--- src/rtl/inst_encoder.sv ---
// Streaming RV32I encoder: field-level requests in, packed machine words plus word addresses out through a 2-entry FIFO.
// Optional immediate range checking is enabled by defining ENC_RANGE_CHECK_EN.
module inst_encoder #(
    parameter int          ADDR_W    = 12,
    parameter int unsigned BASE_ADDR = 0
) (
    input  logic              clk,
    input  logic              rst,
    input  logic              in_valid,
    output logic              in_ready,
    input  logic [2:0]        in_fmt,
    input  logic [6:0]        in_opcode,
    input  logic [2:0]        in_funct3,
    input  logic              in_alt,
    input  logic [4:0]        in_rd,
    input  logic [4:0]        in_rs1,
    input  logic [4:0]        in_rs2,
    input  logic [31:0]       in_imm,
    input  logic              in_last,
    output logic              out_valid,
    input  logic              out_ready,
    output logic [31:0]       out_word,
    output logic [ADDR_W-1:0] out_addr,
    output logic              done,
    output logic              err,
    output logic [ADDR_W-1:0] err_addr
);

    localparam logic [ADDR_W-1:0] BASE = ADDR_W'(BASE_ADDR);

    typedef enum logic [1:0] {IDLE, STREAM, DRAIN} state_t;

    typedef struct packed {
        logic [31:0]       word;
        logic [ADDR_W-1:0] addr;
        logic              last;
    } entry_t;

    state_t            state, state_next;
    entry_t            fifo_mem [2];
    logic              wr_ptr, rd_ptr;
    logic [1:0]        count;
    logic [ADDR_W-1:0] addr_cnt;
    logic [31:0]       enc_word;
    logic              is_shift;
    logic              push, pop, last_pop;
    logic              done_q;

    assign in_ready  = (state != DRAIN) && (count != 2'd2);
    assign out_valid = (count != 2'd0);
    assign push      = in_valid && in_ready;
    assign pop       = out_valid && out_ready;
    assign last_pop  = pop && fifo_mem[rd_ptr].last;
    assign done      = done_q;

    // Head entry is masked while empty, so the storage itself needs no reset value.
    assign out_word  = out_valid ? fifo_mem[rd_ptr].word : 32'd0;
    assign out_addr  = out_valid ? fifo_mem[rd_ptr].addr : BASE;

    assign is_shift = (in_fmt == 3'd1) && (in_opcode == 7'b0010011) &&
                      ((in_funct3 == 3'b001) || (in_funct3 == 3'b101));

    always_comb begin
        // NOTE: every always_comb output gets a default first so no path can infer a latch.
        enc_word = {1'b0, in_alt, 5'b0, in_rs2, in_rs1, in_funct3, in_rd, in_opcode};
        case (in_fmt)
            3'd1: enc_word = is_shift
                      ? {1'b0, in_alt, 5'b0, in_imm[4:0], in_rs1, in_funct3, in_rd, in_opcode}
                      : {in_imm[11:0], in_rs1, in_funct3, in_rd, in_opcode};
            3'd2: enc_word = {in_imm[11:5], in_rs2, in_rs1, in_funct3, in_imm[4:0], in_opcode};
            3'd3: enc_word = {in_imm[12], in_imm[10:5], in_rs2, in_rs1, in_funct3,
                              in_imm[4:1], in_imm[11], in_opcode};
            3'd4: enc_word = {in_imm[31:12], in_rd, in_opcode};
            3'd5: enc_word = {in_imm[20], in_imm[10:1], in_imm[11], in_imm[19:12], in_rd, in_opcode};
            default: ;
        endcase
    end

    // NOTE: sequential state uses non-blocking assignments so all registers update from pre-edge values.
    always_ff @(posedge clk) begin
        if (rst) begin
            wr_ptr <= 1'b0;
            rd_ptr <= 1'b0;
            count  <= 2'd0;
        end else begin
            if (push) wr_ptr <= ~wr_ptr;
            if (pop)  rd_ptr <= ~rd_ptr;
            case ({push, pop})
                2'b10:   count <= count + 2'd1;
                2'b01:   count <= count - 2'd1;
                default: ;
            endcase
        end
    end

    // NOTE: FIFO storage is deliberately left out of reset; only pointers and count are cleared.
    always_ff @(posedge clk) begin
        if (push) fifo_mem[wr_ptr] <= '{word: enc_word, addr: addr_cnt, last: in_last};
    end

    always_ff @(posedge clk) begin
        if (rst) begin
            state    <= IDLE;
            addr_cnt <= BASE;
            done_q   <= 1'b0;
        end else begin
            state  <= state_next;
            done_q <= (state == DRAIN) && last_pop;
            if ((state == DRAIN) && last_pop) addr_cnt <= BASE;
            else if (push)                    addr_cnt <= addr_cnt + 1'b1;
        end
    end

    always_comb begin
        state_next = state;
        case (state)
            IDLE:    if (push) state_next = in_last ? DRAIN : STREAM;
            STREAM:  if (push && in_last) state_next = DRAIN;
            DRAIN:   if (last_pop) state_next = IDLE;
            default: state_next = IDLE;
        endcase
    end

`ifdef ENC_RANGE_CHECK_EN
    logic signed [31:0] simm;
    logic               imm_viol;
    logic               err_clr;
    logic               err_q;
    logic [ADDR_W-1:0]  err_addr_q;

    assign simm    = in_imm;
    assign err_clr = push && (state == IDLE);

    always_comb begin
        imm_viol = 1'b0;
        case (in_fmt)
            3'd1:    imm_viol = is_shift ? (in_imm[31:5] != 27'd0)
                                         : ((simm < -32'sd2048) || (simm > 32'sd2047));
            3'd2:    imm_viol = (simm < -32'sd2048) || (simm > 32'sd2047);
            3'd3:    imm_viol = (simm < -32'sd4096) || (simm > 32'sd4094) || in_imm[0];
            3'd4:    imm_viol = (in_imm[11:0] != 12'd0);
            3'd5:    imm_viol = (simm < -32'sd1048576) || (simm > 32'sd1048574) || in_imm[0];
            default: ;
        endcase
    end

    // A new program starts clean, so its first violation re-captures the address.
    always_ff @(posedge clk) begin
        if (rst) begin
            err_q      <= 1'b0;
            err_addr_q <= '0;
        end else if (push) begin
            if (imm_viol) begin
                err_q <= 1'b1;
                if (!err_q || err_clr) err_addr_q <= addr_cnt;
            end else if (err_clr) begin
                err_q <= 1'b0;
            end
        end
    end

    assign err      = err_q;
    assign err_addr = err_addr_q;
`else
    assign err      = 1'b0;
    assign err_addr = '0;
`endif

endmodule

--- config.mk ---
export PLATFORM = sky130hd
export DESIGN_NAME = inst_encoder
export DESIGN_NICKNAME = d
export VERILOG_FILES = /design/src/rtl/inst_encoder.sv
export SDC_FILE = /design/constraint.sdc
export NUM_CORES = 1
export LEC_CHECK = 0
export CORE_MARGIN = 2
export CORE_UTILIZATION = 40
export CTS_CLUSTER_SIZE = 8
export DETAILED_ROUTE_END_ITERATION = 7
export PLACE_DENSITY = 0.68
export SLEW_MARGIN = 20
export SYNTH_ARGS = -nofsm -noshare
export SYNTH_HDL_FRONTEND = slang
export SYNTH_SLANG_ARGS = --single-unit
export TNS_END_PERCENT = 50
--- constraint.sdc ---
create_clock -name clk -period 4 [get_ports clk]
set_clock_uncertainty 0.15 [all_clocks]
set_input_delay 0.6 -clock clk [delete_from_list [all_inputs] [get_ports clk]]
set_output_delay 0.6 -clock clk [all_outputs]
set_load 0.005 [all_outputs]
==> results of run 1 <==
[registers in the layout (all words and copies together), names as in the netlist, named ones only]
register  cells
rd_ptr        1
fifo_mem     90
wr_ptr        1
addr_cnt     12
count         2
done          1
state         2
[through the flow]
stage,total power [mW],hold WS [ps],util
3_5_place_dp,2.91,316,0.511
3_3_place_gp,2.89,293,0.511
4_1_cts,3.75,334,0.535
5_1_grt,3.91,349,0.535
2_1_floorplan,2.24,276,-
6_report,3.72,329,0.535
[area by class of cell]
cell class	count	area, um^2
Tap cell	147	184
Multi-Input combinational cell	238	1620
Fill cell	1015	5560
Inverter	5	18.8
Timing Repair Buffer	118	1180
Clock buffer	11	254
Clock inverter	5	37.5
Sequential cell	110	3100
[layout by cell type (no fill, tap or decap), drive strengths merged, types with 3 or more instances in the layout]
cell / n
nor2b: 3
nand4: 6
a22oi: 4
and3: 3
inv: 8
nand2: 8
nor2: 68
nand2b: 6
edfxtp: 90
a21oi: 8
o21ai: 9
xnor2: 6
mux2i: 49
a22o: 5
mux2: 14
clkdlybuf4s50: 112
clkbuf: 11
nand3: 4
xor2: 5
conb: 13
dfxtp: 20
buf: 6
[worst max path at each step]
stage	start	to	cells after the start
after floorplan	in_valid	fifo_mem[0][0]	4
final	flop	out_word[0]	4
after detailed placement	in_valid	fifo_mem[0][19]	5
after global routing	flop	out_word[8]	4
after global placement	in_valid	fifo_mem[0][17]	5
after CTS	flop	out_word[0]	4
[kinds of logic after synthesis]
kind of cell             after synthesis
AND/OR/NAND/NOR                      111
flip-flops                           110
multiplexers                          63
AO/OA/AOI/OAI                         38
buffers and inverters                 36
XOR/XNOR                              11
adder cells (fa/ha/maj)                2
other                                  1
[power by group through the flow]
stage,clock [mW],sequential (mW),combinational [mW]
2_1_floorplan,0,1.56,0.675
3_5_place_dp,0,1.62,1.29
5_1_grt,0.900,1.62,1.40
4_1_cts,0.855,1.59,1.30
3_3_place_gp,0,1.61,1.28
6_report,0.846,1.59,1.28
[metal layers]
layer	share of wire	track usage	vias up	routed length (um)
li1	-	-	1559	-
met3	0.050	0.0270	15	522
met1	0.43	0.205	1492	4470
met4	0.017	0.0537	2	173
met2	0.50	0.281	107	5190
met5	0.0044	0	-	46
==> flow_summary.yaml, run 1 <==
run_status:
  status: "completed"
timing:
  drv_slew: 0
  hold_viol: 0
  fin_ws_ps: 1020
  finalSetupViolCount: 0
  slew_headroom: 0.433
  min_period_ps: 2980
  rsz0062_at_grt: "false"
  fin_crit_sh: 0.746
  fmax_ghz: 0.335
  worst_pin_slew_ps: 848
  finalSetupTns_ps: 0
place:
  dpl.hpwl_mm: 7.55
  pre_cts_ws_ps: 1130
  place_inst: 618
  dpl_cell_area_um2: 6110
  port_buffers: 112
  gp_congestion: 0.772
grt:
  overflow: 0
  grt_use_total: 0.161
  grt_antenna_before_repair: 1
  grt_pass1_vias: 3250
  grt_max_degree: 43
  grt_pass1_wl_mm: 16.1
drt:
  drt_wl_total_mm: 10.4
  vias_per_cell: 5.01
  remaining_drc_errors: 0
  route.vias.total: 3175
  wl_per_cell_um: 16.4
  drtIter0Drc: 162
  postRouteAntennaNets: 0
  drt-pass1-iter-count: 5
pwr:
  switching_share: 0.294
  switching_power_mw: 1.09
  irDropWorstVdd_mv: 0.487
  power.internal_mw: 2.63
  power_frac_seq: 0.428
  p_comb_frac: 0.344
  p_per_area_nw_per_um2: 581
  leakage_nw: 2.19
  power.clock.fraction: 0.228
synthesis:
  yosys-top-cells-area: "edfxtp_1, mux2i_1, dfxtp_1"
  synth_top_area_frac: 0.556
  yosysMostFrequentCell: "edfxtp_1"
  yosysWarnings: 0
  synthSimpleGateAreaFrac: 0.107
  synthMuxAreaShare: 0.133
  synth_compound_area_frac: 0.0551
  synth_commonest_cells: "edfxtp_1, nor2_1, mux2i_1, dfxtp_1, buf_4"
  syn_inst: 372
  async_flop_share: 0
  synth.cell_area_um2: 4860
  post_synth_xor_area_fraction: 0.0198
  ys_seq_elements: 110
  ys_types: 48
  yosys.area.top_type: "edfxtp_1"
  synth_edf_count: 90
  ys_seq_area_frac: 0.638
  synthFlopType: "edfxtp_1"
  synth_top_family_by_area: "multiplexers"
  avgSynthCellArea_um2: 13.1
  synthAdderAreaFrac: 0.00515
critical_path:
  cp_slowest_cell: "dfxtp_2"
  cp-end-kind: "output pin"
  path_delay_family: "buffers and inverters"
  path_max_fanout: 21
  rr_startpoint: "count[0]"
  crit_chain: "buf_4, mux2i_1, nor2_1, clkdlybuf4s50_1"
  r2r_slack_ps: 1610
  ff2ff_path_depth: 5
  cp_num_buf_inv: 2
  cp-start-kind: "flop"
  rr_endpoint: "fifo_mem[0][22]"
  max_stage_delay_ps: 730
  crit_required_ps: 3250
  critPathKind: "reg -> out"
  crit_arrival_ps: 2230
clock_tree:
  cts-htree-levels: 3
  clkSinkCount: 110
  cts_resized: 0
  clk_latency_ps: 330
  post_cts_buffers: 0
  hold_buffers: 0
  clk_pin_slew_ps: 70
  cts_made_buffers: 9
  cts_tree: "yes"
  root_buffer: "clkbuf_16"
  clockBufferDepth: 2
worst_hold_path:
  hold_depth: 0
  hp-start: "addr_cnt[11]"
  hold_path_end: "fifo_mem[1][12]"
  hp-class: "reg -> reg"
floorplanning:
  dieArea_um2: 13100
  core_area_um2: 12000
  row_count: 40
  die_h_um: 114
  start_util: 0.406
  pin_count: 126
  dieWidth_um: 114
finish:
  drive_above_1_share: 0.0903
  final_cells: 634
  diodes: 0
  fin_area_um2: 6400
  area_growth_pct: 31.6
  finalNetCount: 550
run:
  max-cap-violations: 0
Note: power is estimated with default switching activity, not from simulation.
==> run 2, diff against run 1 <==
==> constraint.sdc (replaced) <==
create_clock -name clk -period 3 [get_ports clk]
set_clock_uncertainty 0.15 [all_clocks]
set_input_delay 0.45 -clock clk [delete_from_list [all_inputs] [get_ports clk]]
set_output_delay 0.45 -clock clk [all_outputs]
set_load 0.005 [all_outputs]
==> flow_summary.yaml, run 2 (synthesis gave the netlist of run 1 again) <==
critical_path:
  crit_required_ps: 2400
  ff2ff_path_depth: 6
  critPathKind: "reg -> out"
  rr_startpoint: "count[0]"
  cp-start-kind: "flop"
  cp-end-kind: "output pin"
  crit_arrival_ps: 1980
  rr_endpoint: "count[1]"
  path_max_fanout: 28
  r2r_slack_ps: 720
clock_tree:
  cts_tree: "yes"
  root_buffer: "clkbuf_16"
  hold_buffers: 0
  clk_latency_ps: 340
  cts_made_buffers: 9
  clkSinkCount: 110
  cts_resized: 0
  post_cts_buffers: 0
  clockBufferDepth: 2
  cts-htree-levels: 3
  clk_pin_slew_ps: 70
floorplanning:
  row_count: 40
  core_area_um2: 12000
  dieArea_um2: 13100
  pin_count: 126
  start_util: 0.406
  die_h_um: 114
  dieWidth_um: 114
drt:
  vias_per_cell: 5.00
  postRouteAntennaNets: 0
  drt-pass1-iter-count: 4
  remaining_drc_errors: 0
  drtIter0Drc: 120
  drt_wl_total_mm: 10.4
  wl_per_cell_um: 16.3
  route.vias.total: 3178
place:
  port_buffers: 112
  gp_congestion: 0.785
  dpl_cell_area_um2: 6150
  pre_cts_ws_ps: 404
  dpl.hpwl_mm: 7.29
timing:
  hold_viol: 0
  finalSetupViolCount: 0
  fin_crit_sh: 0.860
  fmax_ghz: 0.387
  rsz0062_at_grt: "false"
  finalSetupTns_ps: 0
  slew_headroom: 0.582
  fin_ws_ps: 419
  min_period_ps: 2580
  timing.hold.ws_ps: 314
  drv_slew: 0
  worst_pin_slew_ps: 625
pwr:
  p_total_mw: 5.04
  power.clock.fraction: 0.233
  power_frac_seq: 0.411
  switching_power_mw: 1.47
  switching_share: 0.292
  power.internal_mw: 3.56
  irDropWorstVdd_mv: 0.562
  p_per_area_nw_per_um2: 780
  p_comb_frac: 0.356
  leakage_nw: 2.21
grt:
  grt_pass1_vias: 3100
  grt_busiest_layer: "met2"
  overflow: 0
  grt_pass1_wl_mm: 15.9
  grt_max_degree: 46
  grt_util_met2: 0.283
  grt_use_total: 0.161
  grt_antenna_before_repair: 0
  grtUsageMet3: 0.0270
  met1_usage: 0.199
finish:
  area_growth_pct: 32.8
  largest-register: "fifo_mem"
  fin_area_um2: 6460
  reg_top3: "fifo_mem (90), addr_cnt (12)"
  finalNetCount: 551
  diodes: 0
  final_common_cell: "clkdlybuf4s50_1"
  drive_above_1_share: 0.0943
  largest_register_ffs: 90
  final_cell_mix: "clkdlybuf4s50_1, edfxtp_1, nor2_1"
  nFillCells: 1039
run:
  max-cap-violations: 0
worst_hold_path:
  hp-class: "reg -> reg"
  hold_depth: 0
  hp-start: "addr_cnt[11]"
  hold_path_end: "fifo_mem[1][12]"
run_status:
  status: "completed"
## run 2: changes by cell type in the layout (fill, tap and decap cells not counted), sizes merged
cell      before  now
clkinv         1    4
buf            6    7
clkinvlp       1    0
inv            8    6
## run 2: final cells by class
class | instances | area (um^2) | area share
clock buffer | 11 | 264 | 0.0409
clock inverter | 5 | 40.0 | 0.00620
inverter | 5 | 18.8 | 0.00291
multi-input combinational | 238 | 1620 | 0.251
sequential | 110 | 3100 | 0.481
tap | 147 | 184 | 0.0285
timing repair buffer | 119 | 1220 | 0.189
## run 2: power by group through the flow
stage / clock network (mW) / logic (mW) / registers [mW]
after global routing: 1.25 / 1.96 / 2.09
after CTS: 1.20 / 1.83 / 2.07
after floorplan: 0 / 0.902 / 2.08
final: 1.18 / 1.79 / 2.07
after detailed placement: 0 / 1.82 / 2.11
after global placement: 0 / 1.81 / 2.10
## run 2: worst max path at each step
| stage | start | end | slack [ps] | depth (start not counted) |
|---|---|---|---|---|
| 3_3_place_gp | in_opcode[2] | fifo_mem[0][42] | 410 | 5 |
| 6_report | count[1] | out_addr[11] | 420 | 4 |
| 2_1_floorplan | count[0] | fifo_mem[0][0] | 360 | 5 |
| 5_1_grt | count[1] | out_addr[11] | 300 | 4 |
| 3_5_place_dp | in_opcode[2] | fifo_mem[0][41] | 400 | 5 |
| 4_1_cts | count[1] | out_word[31] | 360 | 4 |
## run 2: worst max-delay path, stage by stage, from the launching register on
cell and delay [ps]:
dfxtp_1 370, nor2_4 460, buf_12 250, nor2_1 90, clkdlybuf4s50_1 450
## run 2: metal layers
metal  vias to the layer above  part of all wire
met3                        14             0.050
met1                      1525              0.43
met4                         0             0.017
li1                       1552                 -
met5                         -                 0
met2                        87              0.50
## run 2: metrics by stage
stage | instances | util
2_1_floorplan | 384 | -
6_report | 635 | 0.540
4_1_cts | 635 | 0.540
5_1_grt | 635 | 0.540
3_3_place_gp | 619 | 0.514
3_5_place_dp | 619 | 0.514
==> run 3, diff against run 2 <==
==> constraint.sdc (replaced) <==
create_clock -name clk -period 3 [get_ports clk]
set_clock_uncertainty 0.15 [all_clocks]
set_input_delay 0.3 -clock clk [delete_from_list [all_inputs] [get_ports clk]]
set_output_delay 0.3 -clock clk [all_outputs]
set_load 0.005 [all_outputs]
==> flow_summary.yaml, run 3 (synthesis gave the netlist of run 1 again) <==
run_status:
  status: "completed"
grt:
  overflow: 0
  grt_use_total: 0.166
  grt_pass1_wl_mm: 16.3
  grt_antenna_before_repair: 0
  grt_pass1_vias: 3161
  grt_max_degree: 46
floorplanning:
  dieWidth_um: 114
  start_util: 0.406
  dieArea_um2: 13100
  die_h_um: 114
  core_area_um2: 12000
  row_count: 40
  pin_count: 126
finish:
  largest-register: "fifo_mem"
  finalNetCount: 552
  final_cell_mix: "clkdlybuf4s50_1, edfxtp_1, nor2_1"
  fin_area_um2: 6460
  drive_above_1_share: 0.0920
  nFillCells: 999
  diodes: 0
  final_common_cell: "clkdlybuf4s50_1"
  reg_top3: "fifo_mem (90), addr_cnt (12)"
  area_growth_pct: 33.0
  largest_register_ffs: 90
critical_path:
  crit_required_ps: 2550
  path_delay_family: "buffers and inverters"
  crit_arrival_ps: 2090
  path_max_fanout: 24
  cp_slowest_cell: "nor2_4"
  max_stage_delay_ps: 520
  crit_chain: "nor2_4, buf_4, nor2_1, clkdlybuf4s50_1"
  ff2ff_path_depth: 6
  cp_num_buf_inv: 2
  cp-end-kind: "output pin"
  path_depth: 4
  cp-start-kind: "flop"
  critPathKind: "reg -> out"
timing:
  hold_viol: 0
  finalSetupTns_ps: 0
  slew_headroom: 0.405
  finalSetupViolCount: 0
  timing.hold.ws_ps: 321
  worst_pin_slew_ps: 891
  fin_crit_sh: 0.845
  fmax_ghz: 0.394
  drv_slew: 0
  min_period_ps: 2540
  rsz0062_at_grt: "false"
run:
  max-cap-violations: 0
clock_tree:
  clk_pin_slew_ps: 70
  post_cts_buffers: 0
  clockBufferDepth: 2
  clkSinkCount: 110
  root_buffer: "clkbuf_16"
  cts_made_buffers: 9
  cts_resized: 0
  clk_latency_ps: 340
  cts-htree-levels: 3
  hold_buffers: 0
  cts_tree: "yes"
pwr:
  p_per_area_nw_per_um2: 781
  irDropWorstVdd_mv: 0.498
  p_total_mw: 5.05
  leakage_nw: 2.20
worst_hold_path:
  hp-class: "reg -> reg"
  hold_depth: 0
drt:
  postRouteAntennaNets: 0
  route.vias.total: 3203
  drt-pass1-iter-count: 4
  remaining_drc_errors: 0
  vias_per_cell: 5.04
  drt_wl_total_mm: 10.6
  wl_per_cell_um: 16.7
  drtIter0Drc: 152
place:
  port_buffers: 112
  gp_congestion: 0.781
  dpl.hpwl_mm: 7.62
  dpl_cell_area_um2: 6170
==> run 3: metrics by stage <==
step	setup slack, ps	instances	utilization
global placement	565	620	0.516
CTS	402	636	0.540
detailed placement	557	620	0.516
floorplan	363	384	-
global route	307	636	0.540
finish	464	636	0.540
==> run 3: worst register-to-register path, delay by kind of cell (launching register included) <==
kind | cells | cell delay, ps
compound gates | 1 | 160
fa+ha+maj | 1 | 360
buf+inv | 1 | 140
flops | 1 | 470
simple gates | 3 | 920
==> run 3: final timing paths <==
path,start,endpoint,slack [ps]
max,count[0],out_word[8],460
min,addr_cnt[11],fifo_mem[0][12],320
max reg2reg,count[0],count[1],720
min reg2reg,addr_cnt[11],fifo_mem[0][12],320
==> run 3: cell type report <==
cell class                 count  area [um^2]  share of cell area
clock buffer                  10          229              0.0354
clock inverter                 6         62.6             0.00968
inverter                       5         18.8             0.00290
multi-input combinational    238         1620               0.251
sequential                   110         3100               0.480
tap                          147          184              0.0284
timing repair buffer         120         1240               0.192
==> run 3: power by group <==
part,leakage [nW],total [mW],internal (mW),switching (mW)
Combinational,1.06,1.82,0.960,0.859
Sequential,1.01,2.07,1.97,0.0982
Clock,0.136,1.16,0.644,0.511
==> run 3: routing by layer <==
metal / track usage / vias up / wire length [um]
li1: - / 1560 / -
met1: 0.214 / 1550 / 4830
met2: 0.279 / 85 / 5240
met3: 0.0360 / 8 / 404
met4: 0.0585 / 0 / 132
met5: 0 / - / 0
